**config.mk**
```make
export PLATFORM = sky130hd
export DESIGN_NAME = cpu_state_sequencer_flat
export DESIGN_NICKNAME = d
export VERILOG_FILES = /design/src/rtl/cpu_state_sequencer_pkg.sv /design/src/rtl/cpu_state_sequencer_if.sv /design/src/rtl/cpu_state_sequencer_perf_counter.sv /design/src/rtl/cpu_state_sequencer.sv /design/src/flat_wrapper.sv
export SDC_FILE = /design/constraint.sdc
export NUM_CORES = 1
export LEC_CHECK = 0
export CAP_MARGIN = 15
export CORE_AREA = 2 2 93 95
export CTS_BUF_LIST = sky130_fd_sc_hd__clkbuf_16
export CTS_CLUSTER_SIZE = 24
export DETAILED_ROUTE_END_ITERATION = 8
export DIE_AREA = 0 0 95 97
export DONT_BUFFER_PORTS = 1
export PLACE_DENSITY = 0.8
export SKIP_CTS_REPAIR_TIMING = 1
export SLEW_MARGIN = 40
export SYNTH_ARGS = -nofsm -noshare
export SYNTH_HDL_FRONTEND = slang
export SYNTH_SLANG_ARGS = --single-unit
```
**constraint.sdc**
```tcl
create_clock -name clk -period 4.6 [get_ports clk]
set_clock_uncertainty 0.15 [all_clocks]
set_input_delay 1.15 -clock clk [delete_from_list [all_inputs] [get_ports clk]]
set_output_delay 1.15 -clock clk [all_outputs]
set_load 0.005 [all_outputs]
```
**src/rtl/cpu_state_sequencer_pkg.sv**
```systemverilog
// Shared codes for the multi-cycle CPU: sequencer states and the default halt address.
package cpu_state_sequencer_pkg;

  typedef enum logic [1:0] {
    FETCH  = 2'd0,
    EXEC1  = 2'd1,
    EXEC2  = 2'd2,
    HALTED = 2'd3
  } state_t;

  localparam logic [31:0] HALT_ADDR_DEFAULT = 32'h0000_0000;

endpackage

```
**src/rtl/cpu_state_sequencer_if.sv**
```systemverilog
// Bundle between the state sequencer (slave side) and the CPU wrapper / memory / decode logic.
interface cpu_state_sequencer_if #(
  parameter int CNT_W = 32
);
  import cpu_state_sequencer_pkg::*;

  logic             ram_waitrequest_i;
  logic             mem_access_i;
  logic             muldiv_busy_i;
  logic [31:0]      pc_next_i;
  state_t           state_o;
  logic             advance_o;
  logic             commit_o;
  logic             active_o;
  logic             fault_o;
  logic [CNT_W-1:0] cycle_count_o;
  logic [CNT_W-1:0] stall_count_o;
  logic [CNT_W-1:0] retired_count_o;

  modport master (
    output ram_waitrequest_i, mem_access_i, muldiv_busy_i, pc_next_i,
    input  state_o, advance_o, commit_o, active_o, fault_o,
    input  cycle_count_o, stall_count_o, retired_count_o
  );

  modport slave (
    input  ram_waitrequest_i, mem_access_i, muldiv_busy_i, pc_next_i,
    output state_o, advance_o, commit_o, active_o, fault_o,
    output cycle_count_o, stall_count_o, retired_count_o
  );

endinterface

```
**src/rtl/cpu_state_sequencer_perf_counter.sv**
```systemverilog
// Free-running performance counter with synchronous clear and count enable; wraps modulo 2^CNT_W.
module cpu_state_sequencer_perf_counter #(
  parameter int CNT_W = 32
) (
  input  logic             clk,
  input  logic             clear,
  input  logic             en,
  output logic [CNT_W-1:0] count
);

  always_ff @(posedge clk) begin
    if (clear) begin
      count <= '0;
    end else if (en) begin
      count <= count + 1'b1;
    end
  end

endmodule

```
**src/rtl/cpu_state_sequencer.sv**
```systemverilog
// FETCH -> EXEC1 -> EXEC2 state register for the multi-cycle CPU, with memory/muldiv stalls,
// halt-on-address, a waitrequest watchdog and performance counters.
module cpu_state_sequencer
  import cpu_state_sequencer_pkg::*;
#(
  parameter logic [31:0] HALT_ADDR    = HALT_ADDR_DEFAULT,
  parameter int          WAIT_TIMEOUT = 1024,
  parameter int          CNT_W        = 32
) (
  input logic                  clk,
  input logic                  reset,
  cpu_state_sequencer_if.slave bus
);

  localparam int              WAIT_W      = $clog2(WAIT_TIMEOUT + 2);
  localparam bit              WATCHDOG_EN = (WAIT_TIMEOUT > 0);
  localparam logic [WAIT_W-1:0] WAIT_LAST = WATCHDOG_EN ? WAIT_W'(WAIT_TIMEOUT - 1) : '0;

  state_t            state;
  state_t            state_next;
  logic              active;
  logic              fault;
  logic [WAIT_W-1:0] wait_cnt;
  logic              wait_stall;
  logic              busy_stall;
  logic              advance;
  logic              commit;
  logic              stalled;
  logic              timeout;

  always_ff @(posedge clk) begin
    if (reset) begin
      state  <= FETCH;
      active <= 1'b0;
    end else begin
      state  <= state_next;
      active <= (state_next != HALTED);
    end
  end

  // Timeout fires on the stalled cycle that would bring the count up to WAIT_TIMEOUT.
  always_comb begin
    state_next = state;
    if (timeout) begin
      state_next = HALTED;
    end else if (advance) begin
      case (state)
        FETCH:   state_next = EXEC1;
        EXEC1:   state_next = EXEC2;
        EXEC2:   state_next = (bus.pc_next_i == HALT_ADDR) ? HALTED : FETCH;
        default: state_next = state;
      endcase
    end
  end

  always_comb begin
    wait_stall = 1'b0;
    busy_stall = 1'b0;
    case (state)
      FETCH:   wait_stall = bus.ram_waitrequest_i;
      EXEC1: begin
        wait_stall = bus.mem_access_i & bus.ram_waitrequest_i;
        busy_stall = bus.muldiv_busy_i;
      end
      EXEC2:   wait_stall = bus.mem_access_i & bus.ram_waitrequest_i;
      default: wait_stall = 1'b0;
    endcase
    advance = active & (state != HALTED) & ~wait_stall & ~busy_stall;
    commit  = advance & (state == EXEC2);
    stalled = active & ~advance;
    timeout = WATCHDOG_EN & active & wait_stall & (wait_cnt == WAIT_LAST);
  end

  // Muldiv-only stalls hold the watchdog count rather than clearing or advancing it.
  always_ff @(posedge clk) begin
    if (reset) begin
      fault    <= 1'b0;
      wait_cnt <= '0;
    end else begin
      if (timeout) begin
        fault <= 1'b1;
      end
      if (advance) begin
        wait_cnt <= '0;
      end else if (active & wait_stall) begin
        wait_cnt <= wait_cnt + 1'b1;
      end
    end
  end

  cpu_state_sequencer_perf_counter #(.CNT_W(CNT_W)) u_cycle_cnt (
    .clk   (clk),
    .clear (reset),
    .en    (active),
    .count (bus.cycle_count_o)
  );

  cpu_state_sequencer_perf_counter #(.CNT_W(CNT_W)) u_stall_cnt (
    .clk   (clk),
    .clear (reset),
    .en    (stalled),
    .count (bus.stall_count_o)
  );

  cpu_state_sequencer_perf_counter #(.CNT_W(CNT_W)) u_retired_cnt (
    .clk   (clk),
    .clear (reset),
    .en    (commit),
    .count (bus.retired_count_o)
  );

  assign bus.state_o   = state;
  assign bus.advance_o = advance;
  assign bus.commit_o  = commit;
  assign bus.active_o  = active;
  assign bus.fault_o   = fault;

endmodule

```
**src/flat_wrapper.sv**
```systemverilog
// flat-port wrapper written by rule: the top's interface ports become plain ports
module cpu_state_sequencer_flat import cpu_state_sequencer_pkg::*;
#(
  parameter logic [31:0] HALT_ADDR    = HALT_ADDR_DEFAULT,
  parameter int          WAIT_TIMEOUT = 1024,
  parameter int          CNT_W        = 32
)
  (clk, reset, bus_ram_waitrequest_i, bus_mem_access_i, bus_muldiv_busy_i, bus_pc_next_i, bus_state_o, bus_advance_o, bus_commit_o, bus_active_o, bus_fault_o, bus_cycle_count_o, bus_stall_count_o, bus_retired_count_o);
  cpu_state_sequencer_if #(.CNT_W(CNT_W)) bus_i ();
  input logic clk;
  input logic reset;
  input wire logic [$bits(bus_i.ram_waitrequest_i)-1:0] bus_ram_waitrequest_i;
  input wire logic [$bits(bus_i.mem_access_i)-1:0] bus_mem_access_i;
  input wire logic [$bits(bus_i.muldiv_busy_i)-1:0] bus_muldiv_busy_i;
  input wire logic [$bits(bus_i.pc_next_i)-1:0] bus_pc_next_i;
  output wire logic [$bits(bus_i.state_o)-1:0] bus_state_o;
  output wire logic [$bits(bus_i.advance_o)-1:0] bus_advance_o;
  output wire logic [$bits(bus_i.commit_o)-1:0] bus_commit_o;
  output wire logic [$bits(bus_i.active_o)-1:0] bus_active_o;
  output wire logic [$bits(bus_i.fault_o)-1:0] bus_fault_o;
  output wire logic [$bits(bus_i.cycle_count_o)-1:0] bus_cycle_count_o;
  output wire logic [$bits(bus_i.stall_count_o)-1:0] bus_stall_count_o;
  output wire logic [$bits(bus_i.retired_count_o)-1:0] bus_retired_count_o;
  assign bus_i.ram_waitrequest_i = bus_ram_waitrequest_i;
  assign bus_i.mem_access_i = bus_mem_access_i;
  assign bus_i.muldiv_busy_i = bus_muldiv_busy_i;
  assign bus_i.pc_next_i = bus_pc_next_i;
  assign bus_state_o = bus_i.state_o;
  assign bus_advance_o = bus_i.advance_o;
  assign bus_commit_o = bus_i.commit_o;
  assign bus_active_o = bus_i.active_o;
  assign bus_fault_o = bus_i.fault_o;
  assign bus_cycle_count_o = bus_i.cycle_count_o;
  assign bus_stall_count_o = bus_i.stall_count_o;
  assign bus_retired_count_o = bus_i.retired_count_o;
  cpu_state_sequencer #(.HALT_ADDR(HALT_ADDR), .WAIT_TIMEOUT(WAIT_TIMEOUT), .CNT_W(CNT_W)) u_core (.clk(clk), .reset(reset), .bus(bus_i));
endmodule
```
Yosys cells after proc, flatten, opt, wreduce, memory -nomap -nowiden:

Index checks and enable logic that the tools add are counted.

* flip-flop bits (word level): 111
* input bits: 37
* output and inout bits: 102

* add/subtract/negate cells: 4
* eq/ne operators: 5
* multiplexer cells: 6
* bitwise gates (word level): 11
* reduce and logical (&&, ||, !) cells: 4

Operator list (number)
* 32-bit by 1-bit adder with 32-bit output (second input constant): 3
* 32-bit logical NOT: 1
* 11-bit by 1-bit adder with 11-bit output (second input constant): 1
* 11-bit by 10-bit equality test with 1-bit output (second input constant): 1
* 1-bit bitwise AND: 8
* 2-bit 2-to-1 mux: 3
* 2-bit case mux with 3 select lines: 1
* 2-bit != test (second input constant): 2
* 2-bit OR reduction: 2
* 1-bit NOT: 3
* 2-bit by 1-bit equality test with 1-bit output (second input constant): 1
* 2-bit equality test (second input constant): 1
* 2-bit logical NOT: 1
* 1-bit case mux with 2 select lines: 1
* 1-bit 2-to-1 mux: 1

Depth between registers and ports, before layout:

* depth in word-level cells: 9
* depth in mapped cells: 9

Cells and area by module:

From an unflattened synthesis, not the netlist that was laid out.

* cells, all modules: 643
* area total of the unflattened synthesis: 5554.1 um2

Modules (own cells, without submodules)
* cpu_state_sequencer_perf_counter: times used 3, cells each 181, area an instance 1564.0 um2
* cpu_state_sequencer: times used 1, cells each 100, area an instance 862.1 um2

Least setup slack after synthesis:

OpenSTA, ideal clock, no wires.

* kind: input to output
* start point: in bus_mem_access_i
* end point: out bus_commit_o
* arrival: 2.149 ns
* setup slack: 1.151 ns
* stages: 6
* buffers on the path: 1
* path through: a21o_1 -> a211o_1 -> inv_2 -> buf_2 -> nand2_1 -> inv_1

* cells in the longest elaborated chain, start to end: 6

Ends and longest elaborated chain
* from (decl): RTL line flat_wrapper.sv:13 `input wire logic [$bits(bus_i.mem_access_i)-1:0] bus_mem_access_i;`
* 1-bit bitwise AND: RTL line cpu_state_sequencer.sv:62, cpu_state_sequencer.sv:65
* 1-bit case mux with 2 select lines: RTL line cpu_state_sequencer.sv:59 `case (state)`
* 1-bit NOT: RTL line cpu_state_sequencer.sv:68 `advance = active & (state != HALTED) & ~wait_stall & ~busy_stall;`
* 1-bit bitwise AND (2 in a row): RTL line cpu_state_sequencer.sv:68
* named net bus_advance_o: RTL line flat_wrapper.sv:17 `output wire logic [$bits(bus_i.advance_o)-1:0] bus_advance_o;`
* 1-bit bitwise AND: RTL line cpu_state_sequencer.sv:69 `commit = advance & (state == EXEC2);`
* to (decl): RTL line flat_wrapper.sv:18 `output wire logic [$bits(bus_i.commit_o)-1:0] bus_commit_o;`

The timed path passes the listed nets, and every way through them passes these cells.

Final worst setup path:

* start point: reg u_core.state[0] (netlist: u_core.bus.state_o[0])
* end point: out bus_commit_o

* cells in the longest elaborated chain, start to end: 7
* elaborated cells between the ends (all ways): 13
* classes of those cells: 3 x eq/ne; 2 x mux; 6 x bitwise; 2 x reduce/logical

Ends and longest elaborated chain
* from (decl): RTL line cpu_state_sequencer.sv:19 `state_t state;`
* from (signal assigned): RTL line cpu_state_sequencer.sv:36 `state <= state_next;`
* 2-bit by 1-bit equality test with 1-bit output / 2-bit equality test (equally long branches): RTL line cpu_state_sequencer.sv:59
* 2-bit OR reduction (no line)
* 1-bit case mux with 2 select lines: RTL line cpu_state_sequencer.sv:59
* 1-bit NOT: RTL line cpu_state_sequencer.sv:68
* 1-bit bitwise AND: RTL line cpu_state_sequencer.sv:68
* 1-bit bitwise AND *: RTL line cpu_state_sequencer.sv:68
* named net bus_advance_o: RTL line flat_wrapper.sv:17
* 1-bit bitwise AND *: RTL line cpu_state_sequencer.sv:69

The timed path passes the listed nets; every way through them passes the cells marked *.

==> reports/qor.yml <==
finalPower_mw: 2.12
synth.distinct_cells: 43
drt_iter0_markers: 208
cp-startpoint: "u_core.bus.state_o[0]"
ys_ff_latch: 111
crit_type: "reg -> out"
routed_via_density: 6.16
ios: 139
fin_tns_setup_ps: 0
whs_ps: 315
synth_warnings: 0
drive_above_1_share_pct: 5.16
clockBufferDepth: 2
avgSynthCellArea_um2: 8.45
antenna_cells: 0
tightest_slew_ps: 724
core_area_um2: 8130
fin_crit_ps: 3620
dp_hpwl_um: 8340
synth_edf_count: 0
cts_sinks: 111
rr_endpoint: "u_core.u_retired_cnt.count[30]"
tritoncts: "built"
synth_most_common_cell: "dfxtp_1"
yosysTopAreaCellShare_pct: 42.3
rrSetupSlack_ps: 1740
grt_pass1_vias: 4197
io_buffers: 0
synth_nets: 668
p_leak_nw: 1.87
maxCapViolCount: 0
synth_top_area_cell: "dfxtp_1"
ys.flop_type: "dfxtp_1"
synthArstFlopShare_pct: 0
dpl_cell_area_um2: 5320
fin_crit_sh_pct: 78.7
whs_path_depth: 2
cts_buffers: 9
die_area_um2: 9220
syn_area_um2: 5260
synth_cells: 622
synth_area_leaders: "dfxtp_1, xor2_1, nor2_1"
insertion_delay_ps: 340
vias: 4468
slew_violations: 0
required_ps: 3300
finalHoldViolCount: 0
h-tree-depth: 3
outcome: "completed"
synth_common_cells: "dfxtp_1, nor2_1, xor2_1"
post_drt_wl_per_cell_um: 16.3
setup_violations: 0
slew_headroom_pct: 51.4
routabilityCongestion: 0.845
drc: 0
pre_cts_slack_ps: 1110
seq_area_frac_synth_pct: 42.3
grtUsageTotal_pct: 25.5
rsz0062_at_grt: "no"
grt_max_degree: 104
ant_nets: 0
fmax_ghz: 0.276
finalInstanceArea_um2: 5620
fin_ws_ps: 979
num_rows: 33
cp-endpoint: "bus_commit_o"
endpoint_kind: "output pin"
drt-pass1-iter-count: 5
power_density_nw_per_um2: 378
die_h_um: 97
path_clk_slew_ps: 70
nets: 661
root_buffer: "clkbuf_16"
critPathMaxFanout: 14
utilization_pct: 69.1
overflow: 0
wl_um: 11900
grt_first_pass_wirelength_um: 19400
timing.rr.start: "u_core.bus.state_o[0]"
chipWidth_um: 95
ir_worst_vdd_mv: 0.228
start_kind: "register"
dp_cells: 709
initial_utilization_pct: 64.6
stdcell_count: 725
syn_to_final_growth_pct: 6.95
antenna_found_initial: 0
arrival_ps: 2320
min_path_type: "reg -> reg"
reg2reg_depth: 8
-- routing by layer --
layer	share of wire (%)	GRT usage (%)
met5	0	0
met4	1.2	7.13
met3	8.3	8.57
met2	50	42.8
met1	41	30.7
-- cells by family (layout without fill, tap and decap cells) --
group                    count (synthesis)  after routing  synth area share, %
XOR/XNOR                                78             78                 13.0
AO/OA/AOI/OAI                           70             70                 8.21
flip-flops                             111            111                 42.3
multiplexers                             3              3                0.571
buffers and inverters                   40             38                 3.00
adder cells (fa/ha/maj)                  9              9                 2.14
AND/OR/NAND/NOR                        311            311                 30.8
-- report_power, final --
part           switching, mW  total [mW]  internal (mW)  leakage (nW)
logic                  0.184       0.282         0.0979         0.832
clock network          0.348       0.772          0.424         0.145
registers             0.0767        1.07          0.993         0.895
-- critical path: stages (launching register included) --
cell     delay, ps
dfxtp_1        480
inv_1          110
ha_1           330
a21o_1         220
a211o_1        340
inv_2          230
nand2_1        160
inv_1          110
-- registers in the layout, indices dropped and copies added, names as in the netlist --
| signal | cells |
|---|---|
| u_core.wait_cnt | 11 |
| u_core.bus.fault_o | 1 |
| u_core.u_stall_cnt.count | 32 |
| u_core.u_retired_cnt.count | 32 |
| u_core.bus.state_o | 2 |
| u_core.u_cycle_cnt.count | 32 |
| u_core.bus.active_o | 1 |
-- how the worst min path moves through the flow --
stage                                   start                   to  slack, ps
after floorplan            u_core.bus.fault_o   u_core.bus.fault_o        290
after global placement    u_core.wait_cnt[10]  u_core.wait_cnt[10]        300
after detailed placement   u_core.bus.fault_o   u_core.bus.fault_o        310
after CTS                  u_core.bus.fault_o   u_core.bus.fault_o        320
after global routing       u_core.bus.fault_o   u_core.bus.fault_o        360
final                      u_core.bus.fault_o   u_core.bus.fault_o        320
-- cells in the final DEF (no fill, tap or decap), types with 9 or more instances in the layout --
master	count
o21ai_0	17
xor2_1	50
a21oi_1	31
and3_1	15
nand4_1	40
dfxtp_1	111
ha_1	9
or3_1	20
nor4_1	14
xnor2_1	28
nand2_1	36
nor2_1	101
clkbuf_16	9
nand3_1	45
inv_1	20
-- cell type report --
class / count / area (um2)
clock buffers: 9 / 225
clock inverters: 7 / 71.3
fillers: 647 / 2510
inverters: 20 / 75.1
multi-input cells: 471 / 2880
flip-flops and latches: 111 / 2220
well taps: 105 / 131
repair buffers: 2 / 15.0
Power figures use the tool's default switching activity.
